===== config.mk =====
export PLATFORM = sky130hd
export DESIGN_NAME = stream_mem_arbiter
export DESIGN_NICKNAME = d
export VERILOG_FILES = /design/src/rtl/stream_mem_arbiter.sv
export SDC_FILE = /design/constraint.sdc
export NUM_CORES = 1
export LEC_CHECK = 0
export CORE_AREA = 2 2 74 76
export DETAILED_ROUTE_END_ITERATION = 7
export DIE_AREA = 0 0 76 78
export PLACE_DENSITY = 0.9
export SKIP_LAST_GASP = 1
export SYNTH_ARGS = -nofsm -noshare
export SYNTH_HDL_FRONTEND = slang
export SYNTH_SLANG_ARGS = --single-unit

===== constraint.sdc =====
create_clock -name clk_i -period 7.4 [get_ports clk_i]
set_input_delay 1.48 -clock clk_i [delete_from_list [all_inputs] [get_ports clk_i]]
set_output_delay 1.48 -clock clk_i [all_outputs]
set_load 0.01 [all_outputs]

===== src/rtl/stream_mem_arbiter.sv =====
// stream_mem_arbiter: shares one in-order memory stream port among NumReq requesters.
// Define STREAM_MEM_ARB_RR_EN for round-robin arbitration; the default build uses fixed priority.
module stream_mem_arbiter #(
  parameter int unsigned NumReq    = 2,
  parameter int unsigned ReqWidth  = 32,
  parameter int unsigned RespWidth = 32,
  parameter int unsigned MaxTxns   = 4,
  parameter int unsigned IdxWidth  = $clog2(NumReq)
) (
  input  logic                       clk_i,
  input  logic                       rst_i,
  input  logic [NumReq*ReqWidth-1:0] req_i,
  input  logic [NumReq-1:0]          req_valid_i,
  output logic [NumReq-1:0]          req_ready_o,
  output logic [RespWidth-1:0]       resp_o,
  output logic [NumReq-1:0]          resp_valid_o,
  input  logic [NumReq-1:0]          resp_ready_i,
  output logic [ReqWidth-1:0]        mem_req_o,
  output logic                       mem_req_valid_o,
  input  logic                       mem_req_ready_i,
  input  logic [RespWidth-1:0]       mem_resp_i,
  input  logic                       mem_resp_valid_i,
  output logic                       mem_resp_ready_o
);

  localparam int unsigned PtrWidth = (MaxTxns > 1) ? $clog2(MaxTxns) : 1;
  localparam int unsigned CntWidth = $clog2(MaxTxns + 1);

  typedef enum logic {ArbOpen, ArbLocked} arb_state_e;

  arb_state_e          state_q, state_d;
  logic [IdxWidth-1:0] lock_idx_q;
  logic [IdxWidth-1:0] arb_idx;
  logic [IdxWidth-1:0] grant;
  logic [IdxWidth-1:0] head;
  logic                full, push, pop, empty_eff;

  logic [IdxWidth-1:0] fifo_q [MaxTxns];
  logic [PtrWidth-1:0] wr_ptr_q, rd_ptr_q;
  logic [CntWidth-1:0] count_q;

`ifdef STREAM_MEM_ARB_RR_EN
  logic [IdxWidth-1:0] rr_ptr_q;
  logic                found;
  int unsigned         cand;

  // First valid requester at or after the pointer, searching with wrap-around.
  always_comb begin
    arb_idx = '0;
    found   = 1'b0;
    cand    = 0;
    for (int unsigned i = 0; i < NumReq; i++) begin
      cand = 32'(rr_ptr_q) + i;
      if (cand >= NumReq) cand = cand - NumReq;
      if (!found && req_valid_i[cand[IdxWidth-1:0]]) begin
        arb_idx = cand[IdxWidth-1:0];
        found   = 1'b1;
      end
    end
  end

  always_ff @(posedge clk_i or posedge rst_i) begin
    if (rst_i) begin
      rr_ptr_q <= '0;
    end else if (push) begin
      rr_ptr_q <= (grant == IdxWidth'(NumReq - 1)) ? '0 : grant + 1'b1;
    end
  end
`else
  always_comb begin
    arb_idx = '0;
    for (int i = NumReq - 1; i >= 0; i--) begin
      if (req_valid_i[i]) arb_idx = IdxWidth'(i);
    end
  end
`endif

  // A locked grant overrides arbitration so the offered request stays stable until accepted.
  always_comb begin
    grant = arb_idx;
    if (rst_i) begin
      grant = '0;
    end else if (state_q == ArbLocked) begin
      grant = lock_idx_q;
    end
  end

  assign full            = (count_q == CntWidth'(MaxTxns));
  assign mem_req_valid_o = (|req_valid_i) & ~full & ~rst_i;
  assign mem_req_o       = req_i[32'(grant) * ReqWidth +: ReqWidth];
  assign push            = mem_req_valid_o & mem_req_ready_i;

  // An empty FIFO falls through to the index being pushed, enabling same-cycle responses.
  assign head      = (count_q == '0) ? grant : fifo_q[rd_ptr_q];
  assign empty_eff = (count_q == '0) & ~push;
  assign resp_o    = mem_resp_i;
  assign pop       = mem_resp_valid_i & mem_resp_ready_o;

  always_ff @(posedge clk_i or posedge rst_i) begin
    if (rst_i) begin
      state_q    <= ArbOpen;
      lock_idx_q <= '0;
    end else begin
      state_q    <= state_d;
      lock_idx_q <= grant;
    end
  end

  always_comb begin
    state_d = state_q;
    case (state_q)
      ArbOpen:   if (mem_req_valid_o && !mem_req_ready_i) state_d = ArbLocked;
      ArbLocked: if (push) state_d = ArbOpen;
      default:   state_d = ArbOpen;
    endcase
  end

  always_comb begin
    req_ready_o      = '0;
    resp_valid_o     = '0;
    mem_resp_ready_o = 1'b0;
    if (!rst_i) begin
      req_ready_o[grant] = mem_req_ready_i & ~full;
      if (!empty_eff) begin
        resp_valid_o[head] = mem_resp_valid_i;
        mem_resp_ready_o   = resp_ready_i[head];
      end
    end
  end

  always_ff @(posedge clk_i or posedge rst_i) begin
    if (rst_i) begin
      wr_ptr_q <= '0;
      rd_ptr_q <= '0;
      count_q  <= '0;
      for (int i = 0; i < MaxTxns; i++) fifo_q[i] <= '0;
    end else begin
      if (push) begin
        fifo_q[wr_ptr_q] <= grant;
        wr_ptr_q <= (wr_ptr_q == PtrWidth'(MaxTxns - 1)) ? '0 : wr_ptr_q + 1'b1;
      end
      if (pop) begin
        rd_ptr_q <= (rd_ptr_q == PtrWidth'(MaxTxns - 1)) ? '0 : rd_ptr_q + 1'b1;
      end
      if (push && !pop) begin
        count_q <= count_q + 1'b1;
      end else if (pop && !push) begin
        count_q <= count_q - 1'b1;
      end
    end
  end

`ifndef SYNTHESIS
  resp_without_txn: assert property (@(posedge clk_i) disable iff (rst_i)
    !(mem_resp_valid_i && empty_eff));
`endif

endmodule

# --- Word level (Yosys, flattened, before mapping) ---
# Cells that the tools add are included.
classes:
  n_addsub: 4
  n_lt_le_gt_ge: 7
  eq_ne: 3
  shifts: 1
  mux: 29
  bitwise_logic: 14
  n_reduce_logical: 12
op_table:
  columns: ["operator", "n"]
  rows:
  - ["64-bit by 7-bit indexed part select with 32-bit output", 1]
  - ["1-bit two-way mux", 16]
  - ["2-bit two-way mux", 5]
  - ["1-bit AND", 6]
  - ["3-bit >= comparator, second input constant", 2]
  - ["1-bit logical AND", 6]
  - ["3-bit two-way mux", 2]
  - ["2-bit NOT with 3-bit output", 2]
  - ["2-bit by 1-bit adder with 2-bit output, second input constant", 2]
  - ["2-bit AND", 2]
  - ["4-bit bitwise mux", 1]
  - ["2-bit equality test, second input constant", 2]
  - ["1-bit by 2-bit less-than comparator with 1-bit output, second input constant", 2]
  - ["1-bit NOT", 4]
  - ["3-bit by 1-bit adder with 3-bit output, second input constant", 1]
  - ["3-bit equality test, second input constant", 1]
  - ["1-bit zero test", 3]
  - ["3-bit zero test", 1]
  - ["3-bit by 1-bit less-than comparator with 1-bit output, second input constant", 1]
  - ["3-bit by 1-bit subtractor with 3-bit output, second input constant", 1]
  - ["1-bit binary-select mux with 2-bit select", 1]
  - ["1-bit demux with 1-bit select", 2]
  - ["1-bit demux with 2-bit select", 1]
  - ["1-bit >= comparator, second input constant", 2]
  - ["other kinds (3)", 3]
word_totals:
  register_bits: 13
  in_bits: 104
  out_inout_bits: 70

# --- Depth between registers and ports, before layout ---
# Gate-level depths: netlist (run 1).
depth:
  depth_word: 13
  ltp_mapped: 11
  mapped_depth_nobuf: 10

# --- Worst setup path after synthesis (run 1) ---
# No wires, ideal clock.
synth_path:
  kind: "input to output"
  from: "input port req_valid_i[0]"
  to: "output port mem_req_o[0]"
  arrival_time_ns: 2.716
  slack_ns: 3.204
  path_stages: 5
  path_buffers: 2
  cell_sequence: "or3b_1 -> a21o_1 -> buf_6 -> clkbuf_1 -> mux2_2"
synth_between:
  elab_chain_len: 4
synth_lines:
  columns: ["item", "line_no", "rtl"]
  rows:
  - ["from (decl)", "13", "input logic [NumReq-1:0] req_valid_i,"]
  - ["1-bit two-way mux", "73", "if (req_valid_i[i]) arb_idx = IdxWidth'(i);"]
  - ["1-bit two-way mux", "83", "end else if (state_q == ArbLocked) begin"]
  - ["1-bit two-way mux", "81", "if (rst_i) begin"]
  - ["64-bit by 7-bit indexed part select with 32-bit output", "90", "assign mem_req_o = req_i[32'(grant) * ReqWidth +: ReqWidth];"]
  - ["to (decl)", "18", "output logic [ReqWidth-1:0] mem_req_o,"]
# Every way passes these cells.

# --- Worst setup path in the final report (run 1) ---
layout_path:
  from: "input port req_valid_i[1]"
  to: "output port mem_req_o[3]"
layout_between:
  elab_chain_len: 5
layout_lines:
  columns: ["item", "line_no"]
  rows:
  - ["1-bit two-way mux (2 in series)", "73"]
  - ["1-bit two-way mux", "83"]
  - ["1-bit two-way mux", "81"]
  - ["64-bit by 7-bit indexed part select with 32-bit output", "90"]
# Every way passes these cells.

==> metrics.log, run 1 <==
INFO  metric outcome = finished clean
INFO  metric layout-drive-gt1-share = 0.217
INFO  metric worst_setup_path_start_kind = input port
INFO  metric root_buffer = clkbuf_8
INFO  metric synthesis.nets = between 200 and 300
INFO  metric peakVddDrop = 132 uV
INFO  metric final_nets = 333
INFO  metric drt_first_iter_violations = 15
INFO  metric highest-signal-layer = met4
INFO  metric power_density = 182 nW/um^2
INFO  metric endpoint_kind = primary output
INFO  metric final_area = 2390 um^2
INFO  metric timing.critical_path.arrival = 3750 ps
INFO  metric syn_avg_cell_area = a little under 10 um^2
INFO  metric floorplan.rows = 26
INFO  metric synth_area_leaders = mux2_2, dfrtp_1, buf_4, ha_1, nor2_1
INFO  metric synth_top_area_share = 0.293
INFO  metric relSlewSlack = 0.669
INFO  metric residual_overflow_from_global_routing = 0
INFO  metric antenna_found_initial = 0
INFO  metric synth-seq-area-share = 0.229
INFO  metric clkTransAtPathRegs = 50 ps
INFO  metric tritoncts_clock_tree = done
INFO  metric setup-tns-final = 0 ps
INFO  metric cell_variety_after_synth = 30
INFO  metric floorplan.io_pins = approximately 170
INFO  metric dp_hpwl = approximately 3600 um
INFO  metric die-area = 5930 um^2
INFO  metric post_synth_inst_count = 143
INFO  metric route.layer.met1.wl = 1640 um
INFO  metric grt_start_max_net_pins = 32
INFO  metric hold_violations = 0
INFO  metric number_of_global_route_vias_before_repair = ~1400
INFO  metric timing.hold.worst.class = flop to flop
INFO  metric grt_setup_unrepaired = false
INFO  metric max-cap-violations = 0
INFO  metric crit_path_max_fanout = 31
INFO  metric cts_repair_resize_count = 0
INFO  metric die_extent_in_x = ~76 um
INFO  metric synth-seq-cells = 13
INFO  metric wl_met3 = 429 um
INFO  metric cts_buffers = 3
INFO  metric min_period = around 5200 ps
INFO  metric die_y = slightly below 80 um
INFO  metric cellLeakagePower = ~0.00096 uW
INFO  metric length_of_the_first_detailed_routing_pass_in_iterations = 4
INFO  metric routedWlPerCell = 14.7 um
INFO  metric detail_route.drc_violations = 0
INFO  metric postCtsHoldBufs = 0
INFO  metric fin_ws = 2170 ps
INFO  metric placement.cell_area = 2350 um^2
INFO  metric clock.fmax = 191 MHz
INFO  metric ys.warnings.count = 0
INFO  metric port_buffers = 109
INFO  metric start_util = 0.282
INFO  metric num_vias = 1324
INFO  metric post_cts.repair.setup_buffers = 0
INFO  metric layout.filler_cells = about 470
INFO  metric synth_top_area_cell = mux2_2
INFO  metric pre_cts_slack = about 2200 ps
INFO  metric route.met2.wl = about 2100 um
INFO  metric antenna_cells_inserted = 0
INFO  metric floorplan.core_area = between 5000 and 6000 um^2
INFO  metric clock-sinks = 13
INFO  metric timing_max_transition_violations_final = 0
INFO  metric final_weighted_congestion_of_routability_driven_global_placement = about 0.75
INFO  metric worstMarginPinSlew = 495 ps
INFO  metric timing.final.setup_violations = 0
INFO  metric clock_tree.buffer_depth = 2
INFO  metric dpl.cell_count = 287
INFO  metric min_period_over_period = 0.707
INFO  metric synth_area = 1420 um^2
INFO  metric cp.required = 5920 ps
INFO  metric finClkSkew = about 0.94 ps
INFO  metric finalWirelength = 4280 um
INFO  metric instances_no_fill = 291
INFO  metric mostFrequentLayoutCells = clkdlybuf4s50_1, mux2_2, dfrtp_1
INFO  metric htree_num_levels = 1
INFO  metric final_common_cell = clkdlybuf4s50_1
INFO  metric track_usage = 0.137
INFO  metric via_per_inst = ~4.5
INFO  metric grt_first_pass_wirelength = 6600 um
INFO  metric ant_nets = 0
INFO  metric path_class = input port to primary output
INFO  metric worst_skew_pair.late_latency = 240 ps
INFO  metric area_growth = 68.3%
-- path summary, 6_finish.rpt --
path	start	to	slack, ps	cells past startpoint
setup / recovery	req_valid_i[1]	mem_req_o[3]	2170	6
hold / removal	fifo_q[2]$_DFFE_PP0P_	fifo_q[2]$_DFFE_PP0P_	520	1
setup reg to reg	count_q[0]$_DFFE_PP0P_	count_q[2]$_DFFE_PP0P_	4530	11
hold reg to reg	fifo_q[2]$_DFFE_PP0P_	fifo_q[2]$_DFFE_PP0P_	520	1
max in group asynchronous	rst_i	fifo_q[1]$_DFFE_PP0P_	5360	2
min in group asynchronous	rst_i	asynchronous set/reset pin	1710	2
-- power breakdown --
group / internal [uW] / switching, uW / leakage (uW)
Clock: 38.0 / 24.7 / 0.0000228
Sequential: 100 / 33.8 / 0.000164
Combinational: 148 / 91.2 / 0.000770
-- critical path: stages --
cell             delay [ps]
clkdlybuf4s50_1         480
or3b_1                  390
a21o_1                  280
buf_4                   300
mux2_2                  280
clkdlybuf4s50_1         540
-- cell type report --
class	count	area [um^2]	share of cell area
inverter	5	18.8	0.00784
sequential	13	325	0.136
clock buffer	4	45.0	0.0188
multi-input combinational	88	812	0.339
tap	70	87.6	0.0366
timing repair buffer	111	1110	0.462
-- registers in the layout, indices dropped and copies added (netlist names), named ones only --
name        cells
count_q         3
fifo_q          4
lock_idx_q      1
rd_ptr_q        2
wr_ptr_q        2
-- per-layer routing --
metal | track usage | vias to the layer above
li1 | - | 615
met1 | 0.144 | 613
met2 | 0.250 | 88
met3 | 0.0535 | 8
met4 | 0.0491 | 0
met5 | 0 | -
-- per-stage QoR --
step           total power, uW  utilization  hold WS (ps)
2_1_floorplan              279            -           474
3_3_place_gp               362        0.466           486
3_5_place_dp               374        0.466           497
4_1_cts                    438        0.475           510
5_1_grt                    468        0.475           521
6_report                   435        0.475           517
-- cell families after synthesis --
kind of cell / Yosys count / share of synthesized area
AO/OA/AOI/OAI: 10 / 0.0572
AND/OR/NAND/NOR: 27 / 0.0950
multiplexers: 41 / 0.333
XOR/XNOR: 3 / 0.0185
buffers and inverters: 42 / 0.201
adder cells (fa/ha/maj): 7 / 0.0668
flip-flops: 13 / 0.229
-- synth_stat cells --
cell,n
mux2_2,37
buf_4,32
dfrtp_1,13
nor2_1,10
nand2_1,7
ha_1,6
inv_1,5
clkbuf_1,4
o21ai_0,3
mux2i_1,2
nor3_1,2
nor3b_1,2
o31ai_1,2
xor2_1,2
a211oi_2,1
a21o_1,1
a21o_2,1
a311oi_2,1
buf_6,1
fa_1,1
mux2_4,1
mux4_2,1
nand2b_1,1
nor2b_1,1
nor4_1,1
o21bai_1,1
or2_4,1
or3b_1,1
or4b_1,1
xnor2_1,1
Note: power is estimated with default switching activity, not from simulation.
==> run 2: changes to the inputs <==
--- a/config.mk
+++ b/config.mk
@@ -5,10 +5,10 @@
 export SDC_FILE = /design/constraint.sdc
 export NUM_CORES = 1
 export LEC_CHECK = 0
-export CORE_AREA = 2 2 74 76
+export CORE_AREA = 2 2 76 78
 export DETAILED_ROUTE_END_ITERATION = 7
-export DIE_AREA = 0 0 76 78
-export PLACE_DENSITY = 0.9
+export DIE_AREA = 0 0 78 80
+export PLACE_DENSITY = 0.86
 export SKIP_LAST_GASP = 1
 export SYNTH_ARGS = -nofsm -noshare
 export SYNTH_HDL_FRONTEND = slang
==> constraint.sdc (replaced) <==
create_clock -name clk_i -period 5.18 [get_ports clk_i]
set_input_delay 1.036 -clock clk_i [delete_from_list [all_inputs] [get_ports clk_i]]
set_output_delay 1.036 -clock clk_i [all_outputs]
set_load 0.01 [all_outputs]
==> metrics.log, run 2 (synthesized netlist as in run 1, its figures left out) <==
INFO  metric final_weighted_congestion_of_routability_driven_global_placement = 0.736 (-1.7%)
INFO  metric relSlewSlack = 0.666 (-0.00353)
INFO  metric htree_num_levels = 1 (unchanged)
INFO  metric worstMarginPinSlew = 501 ps (+5.29 ps)
INFO  metric track_usage = 0.128 (-0.00965)
INFO  metric area_growth = 68.5%
INFO  metric min_delay_path_depth = 1 (unchanged)
INFO  metric length_of_the_first_detailed_routing_pass_in_iterations = 4 (unchanged)
INFO  metric dp_hpwl = 3600 um (+0.77%)
INFO  metric die_extent_in_x = 78 um (+2.6%)
INFO  metric path_class = input port to primary output
INFO  metric grt_setup_unrepaired = false
INFO  metric setup-tns-final = 0 ps (unchanged)
INFO  metric tritoncts_clock_tree = done
INFO  metric power.share.sequential = 0.307 (about the same)
INFO  metric timing_max_transition_violations_final = 0 (unchanged)
INFO  metric num_vias = 1318 (-0.45%)
INFO  metric residual_overflow_from_global_routing = 0 (unchanged)
INFO  metric floorplan.io_pins = 174 (unchanged)
INFO  metric clock.fmax = 234 MHz
INFO  metric detail_route.drc_violations = 0 (unchanged)
INFO  metric layout-drive-gt1-share = 0.217 (unchanged)
INFO  metric layout_top_registers = fifo_q x4, count_q x3
INFO  metric timing.hold.worst.class = flop to flop
INFO  metric clock-sinks = 13 (unchanged)
INFO  metric post_cts.repair.setup_buffers = 0 (unchanged)
INFO  metric r2r_setup_slack = 2360 ps (-2170 ps)
INFO  metric clock_tree.buffer_depth = 2 (unchanged)
INFO  metric root_buffer = clkbuf_8
INFO  metric grt_first_pass_wirelength = 6250 um (-5.2%)
INFO  metric timing.critical_path.arrival = 3230 ps (-520 ps)
INFO  metric power.switching_fraction = 0.336 (-0.00789)
INFO  metric timing.final.setup_violations = 0 (unchanged)
INFO  metric grt_start_max_net_pins = 33 (+3.1%)
INFO  metric min_period = approximately 4300 ps
INFO  metric crit_path_max_fanout = 32 (+3.2%)
INFO  metric biggest_register = fifo_q
INFO  metric antenna_cells_inserted = 0 (unchanged)
INFO  metric start_util = 0.263 (-0.0189)
INFO  metric mostFrequentLayoutCells = clkdlybuf4s50_1, mux2_2, dfrtp_1
INFO  metric layout.filler_cells = 519 (+11%)
INFO  metric floorplan.core_area = 5410 um^2 (+7.2%)
INFO  metric finalWirelength = 4250 um (-0.82%)
INFO  metric multi_input_comb_area = 812 um^2 (unchanged)
INFO  metric die-area = 6240 um^2 (+5.3%)
INFO  metric cellLeakagePower = 0.000957 uW (unchanged)
INFO  metric finClkSkew = 5.21 ps (+4.27 ps)
INFO  metric min_period_over_period = 0.824
INFO  metric worst_r2r_path_depth = 11 (unchanged)
INFO  metric postCtsHoldBufs = 0 (unchanged)
INFO  metric hold_violations = 0 (unchanged)
INFO  metric outcome = finished clean
INFO  metric clkTransAtPathRegs = 50 ps (about the same)
INFO  metric port_buffers = 109 (unchanged)
INFO  metric max-cap-violations = 0 (unchanged)
INFO  metric power_switching = 206 uW (+37%)
INFO  metric ant_nets = 0 (unchanged)
INFO  metric antenna_found_initial = 0 (unchanged)
INFO  metric floorplan.rows = 27 (+3.8%)
INFO  metric worst_setup_path_start_kind = input port
INFO  metric via_per_inst = 4.50 (-1.1%)
INFO  metric portion_of_total_power_attributed_to_the_clock_network = 0.145 (about the same)
INFO  metric seq_area = 325 um^2 (unchanged)
INFO  metric cts_buffers = 3 (unchanged)
INFO  metric pwr-share-comb = 0.548 (about the same)
INFO  metric cts_repair_resize_count = 0 (unchanged)
INFO  metric final_nets = 333 (unchanged)
INFO  metric number_of_global_route_vias_before_repair = 1366 (+0.44%)
INFO  metric finalHoldWorstSlack = 507 ps (-10.3 ps)
INFO  metric internal_power_of_the_cells = 406 uW (+42%)
INFO  metric endpoint_kind = primary output
INFO  metric peakVddDrop = 205 uV (+54%)
INFO  metric drt_first_iter_violations = 18 (+3)
INFO  metric routedWlPerCell = 14.5 um (-1.5%)
INFO  metric power_density = 255 nW/um^2 (+40%)
INFO  metric final_common_cell = clkdlybuf4s50_1
INFO  metric worst_skew_pair.late_latency = 240 ps (about the same)
INFO  metric max_ffs_per_register = 4 (unchanged)
INFO  metric die_y = 80 um (+2.6%)
INFO  metric cp.required = 4140 ps (-1780 ps)
## run 2: stage by stage
| step | cell area (um^2) | std cells | power (uW) | utilization | setup slack [ps] |
|---|---|---|---|---|---|
| final | 2400 | 293 | 612 | 0.444 | 910 |
| after global routing | 2400 | 293 | 664 | 0.444 | 785 |
| after CTS | 2400 | 293 | 622 | 0.444 | 887 |
| after detailed placement | 2350 | 289 | 529 | 0.435 | 885 |
| after global placement | 2350 | 289 | 518 | 0.435 | 926 |
| after floorplan | 1420 | 143 | 399 | - | 1870 |
## run 2: critical path, cell delays in order
cell and delay, ps:
clkdlybuf4s50_1 480, or3b_1 390, a21o_1 240, buf_4 270, mux2_2 290, clkdlybuf4s50_1 530
## run 2: final cells by class
class / count / share of cell area
Sequential cell: 13 / 0.136
Clock buffer: 4 / 0.0188
Multi-Input combinational cell: 88 / 0.339
Inverter: 5 / 0.00783
Timing Repair Buffer: 111 / 0.461
Tap cell: 72 / 0.0376
## run 2: path summary, 6_finish.rpt
check | end | startpoint
setup reg to reg | count_q[2]$_DFFE_PP0P_ | count_q[0]$_DFFE_PP0P_
hold / removal | fifo_q[0]$_DFFE_PP0P_ | fifo_q[0]$_DFFE_PP0P_
setup / recovery | mem_req_o[19] | req_valid_i[1]
min in group asynchronous | count_q[2]$_DFFE_PP0P_ | rst_i
max in group asynchronous | count_q[1]$_DFFE_PP0P_ | rst_i
hold reg to reg | fifo_q[0]$_DFFE_PP0P_ | fifo_q[0]$_DFFE_PP0P_
## run 2: layer usage
layer / global-route usage / wire [um] / vias up
met5: 0 / 0 / -
met4: 0.0439 / 44 / 0
met3: 0.0475 / 441 / 5
met2: 0.240 / 2260 / 85
met1: 0.129 / 1500 / 610
li1: - / - / 618
## run 2: power groups by stage
stage	clock network, uW	logic (uW)	registers, uW
floorplan	0	219	179
global placement	0	331	187
detailed placement	0	339	190
CTS	91.6	342	188
global route	100	367	197
finish	88.8	336	188
==> run 3: changes to the inputs <==
==> constraint.sdc (replaced) <==
create_clock -name clk_i -period 4.45 [get_ports clk_i]
set_input_delay 0.89 -clock clk_i [delete_from_list [all_inputs] [get_ports clk_i]]
set_output_delay 0.89 -clock clk_i [all_outputs]
set_load 0.01 [all_outputs]
==> metrics.log, run 3 (synthesized netlist as in run 1, its figures left out) <==
INFO  metric outcome = finished clean
INFO  metric cts_repair_resize_count = 0 (unchanged)
INFO  metric pwr-share-comb = 0.550 (+0.002)
INFO  metric fin_total_pwr = 719 uW (+18%)
INFO  metric postCtsHoldBufs = 0 (unchanged)
INFO  metric clock-sinks = 13 (unchanged)
INFO  metric drt_first_iter_violations = 17 (-1)
INFO  metric timing.critical_path.arrival = 3090 ps (-140 ps)
INFO  metric layout-drive-gt1-share = 0.217 (unchanged)
INFO  metric port_buffers = 109 (unchanged)
INFO  metric critPathTopFamily = buffers and inverters
INFO  metric path_class = input port to primary output
INFO  metric tritoncts_clock_tree = done
INFO  metric power.switching_fraction = 0.340 (+0.00401)
INFO  metric mostFrequentLayoutCells = clkdlybuf4s50_1, mux2_2, dfrtp_1
INFO  metric dpl.cell_count = 289 (unchanged)
INFO  metric finClkSkew = 2.79 ps (-2.41 ps)
INFO  metric root_buffer = clkbuf_8
INFO  metric clock.fmax = about 250 MHz
INFO  metric timing.critical_path.slowest_stage_cell = clkdlybuf4s50_1
INFO  metric power.share.sequential = 0.304 (-0.003)
INFO  metric multi_input_comb_area = 812 um^2 (unchanged)
INFO  metric cp_slowest_stage_delay = 540 ps (about the same)
INFO  metric crit_path_max_fanout = 32 (unchanged)
INFO  metric max-cap-violations = 0 (unchanged)
INFO  metric htree_num_levels = 1 (unchanged)
INFO  metric min_period_over_period = 0.895
INFO  metric start_util = 0.263 (unchanged)
INFO  metric clock_tree.buffer_depth = 2 (unchanged)
INFO  metric worstMarginPinSlew = 549 ps (+48.4 ps)
INFO  metric dp_hpwl = 3580 um (-0.63%)
INFO  metric floorplan.core_area = 5410 um^2 (unchanged)
INFO  metric layout.filler_cells = 519 (unchanged)
INFO  metric grt_first_pass_wirelength = 6270 um (+0.22%)
INFO  metric area_growth = 68.5% (unchanged)
INFO  metric clkTransAtPathRegs = 50 ps (about the same)
INFO  metric floorplan.io_pins = 174 (unchanged)
INFO  metric finish.utilization = 0.444 (unchanged)
INFO  metric path_length_in_cells_of_the_critical_path = 6 (unchanged)
INFO  metric die_extent_in_x = 78 um (unchanged)
INFO  metric crit_chain = clkdlybuf4s50_1, or3b_1, a21o_1, buf_4, mux2_2, clkdlybuf4s50_1
INFO  metric timing.hold.worst.class = flop to flop
INFO  metric antenna_cells_inserted = 0 (unchanged)
INFO  metric ant_nets = 0 (unchanged)
INFO  metric final_area = 2400 um^2 (unchanged)
INFO  metric hold_violations = 0 (unchanged)
INFO  metric placement.cell_area = 2350 um^2 (unchanged)
INFO  metric routedWlPerCell = 14.5 um (about the same)
INFO  metric biggest_register = fifo_q
INFO  metric die_y = 80 um (unchanged)
INFO  metric num_vias = 1299 (-1.4%)
INFO  metric internal_power_of_the_cells = 475 uW (+17%)
INFO  metric grt_start_max_net_pins = 33 (unchanged)
INFO  metric cts_buffers = 3 (unchanged)
INFO  metric grt_setup_unrepaired = false
INFO  metric worst_r2r_path_depth = 10 (-1)
INFO  metric endpoint_kind = primary output
INFO  metric seq_area = 325 um^2 (unchanged)
INFO  metric post_cts.repair.setup_buffers = 0 (unchanged)
INFO  metric residual_overflow_from_global_routing = 0 (unchanged)
INFO  metric worst_skew_pair.late_latency = 240 ps (about the same)
INFO  metric final_nets = 333 (unchanged)
INFO  metric via_per_inst = 4.43 (-1.4%)
INFO  metric cp.required = 3560 ps (-580 ps)
INFO  metric length_of_the_first_detailed_routing_pass_in_iterations = 4 (unchanged)
INFO  metric peakVddDrop = 251 uV (+22%)
INFO  metric power_density = 300 nW/um^2 (+18%)
INFO  metric relSlewSlack = 0.630 (-0.0358)
INFO  metric max_ffs_per_register = 4 (unchanged)
INFO  metric min_delay_path_depth = 1 (unchanged)
INFO  metric floorplan.rows = 27 (unchanged)
INFO  metric antenna_found_initial = 0 (unchanged)
INFO  metric timing_max_transition_violations_final = 0 (unchanged)
INFO  metric power_switching = 245 uW (+19%)
INFO  metric die-area = 6240 um^2 (unchanged)
INFO  metric min_period = 3980 ps
INFO  metric instances_no_fill = 293 (unchanged)
INFO  metric portion_of_total_power_attributed_to_the_clock_network = 0.145 (about the same)
INFO  metric worst_setup_path_start_kind = input port
INFO  metric critPathMostFrequentCell = clkdlybuf4s50_1
INFO  metric cellLeakagePower = 0.000957 uW (unchanged)
INFO  metric number_of_global_route_vias_before_repair = 1331 (-2.6%)
INFO  metric track_usage = 0.130 (+0.00245)
INFO  metric setup-tns-final = 0 ps (unchanged)
INFO  metric layout_top_registers = fifo_q x4, count_q x3
INFO  metric final_common_cell = clkdlybuf4s50_1
INFO  metric timing.final.setup_violations = 0 (unchanged)
INFO  metric detail_route.drc_violations = 0 (unchanged)
INFO  metric finalWirelength = 4240 um (about the same)
INFO  metric worst-path-buf-inv = 3 (unchanged)
INFO  metric final_weighted_congestion_of_routability_driven_global_placement = 0.754 (+2.5%)
## run 3: cell counts in the layout (fill, tap and decap cells not counted)
Identical to the previous run, type by type.
## run 3: routing by layer
layer,wire length (um),global-route usage,up-vias
met5,0,0,-
met2,2290,0.253,81
met4,46,0.0439,0
met3,425,0.0486,5
li1,-,-,613
met1,1480,0.125,600
## run 3: worst register-to-register path, delay by kind of cell, from the launching register on
family | cells | cell delay, ps
AO/OA/AOI/OAI | 1 | 470
XOR/XNOR | 2 | 300
adder cells (fa/ha/maj) | 2 | 550
buffers and inverters | 1 | 60
flip-flops | 1 | 460
AND/OR/NAND/NOR | 4 | 900
## run 3: final timing paths
check	slack (ps)	start	endpoint
min reg2reg	510	fifo_q[0]$_DFFE_PP0P_	fifo_q[0]$_DFFE_PP0P_
max in group asynchronous	2980	rst_i	count_q[0]$_DFFE_PP0P_
max reg2reg	1650	count_q[0]$_DFFE_PP0P_	count_q[2]$_DFFE_PP0P_
max	470	req_valid_i[1]	mem_req_o[19]
min in group asynchronous	1140	rst_i	lock_idx_q$_DFF_PP0_
min	510	fifo_q[0]$_DFFE_PP0P_	fifo_q[0]$_DFFE_PP0P_
## run 3: power groups by stage
stage / logic (uW) / registers, uW / clock network, uW
floorplan: 255 / 209 / 0
global placement: 385 / 218 / 0
detailed placement: 399 / 222 / 0
CTS: 403 / 220 / 109
global route: 438 / 231 / 113
finish: 396 / 219 / 105
## run 3: per-stage QoR
stage | hold slack (ps) | worst slack [ps]
floorplan | 474 | 1350
detailed placement | 494 | 444
finish | 506 | 467
CTS | 508 | 439
global route | 536 | 368
global placement | 488 | 488
## run 3: layout make-up
class	count	area share
Clock buffer	4	0.0188
Timing Repair Buffer	111	0.461
Sequential cell	13	0.136
Tap cell	72	0.0376
Inverter	5	0.00783
Multi-Input combinational cell	88	0.339
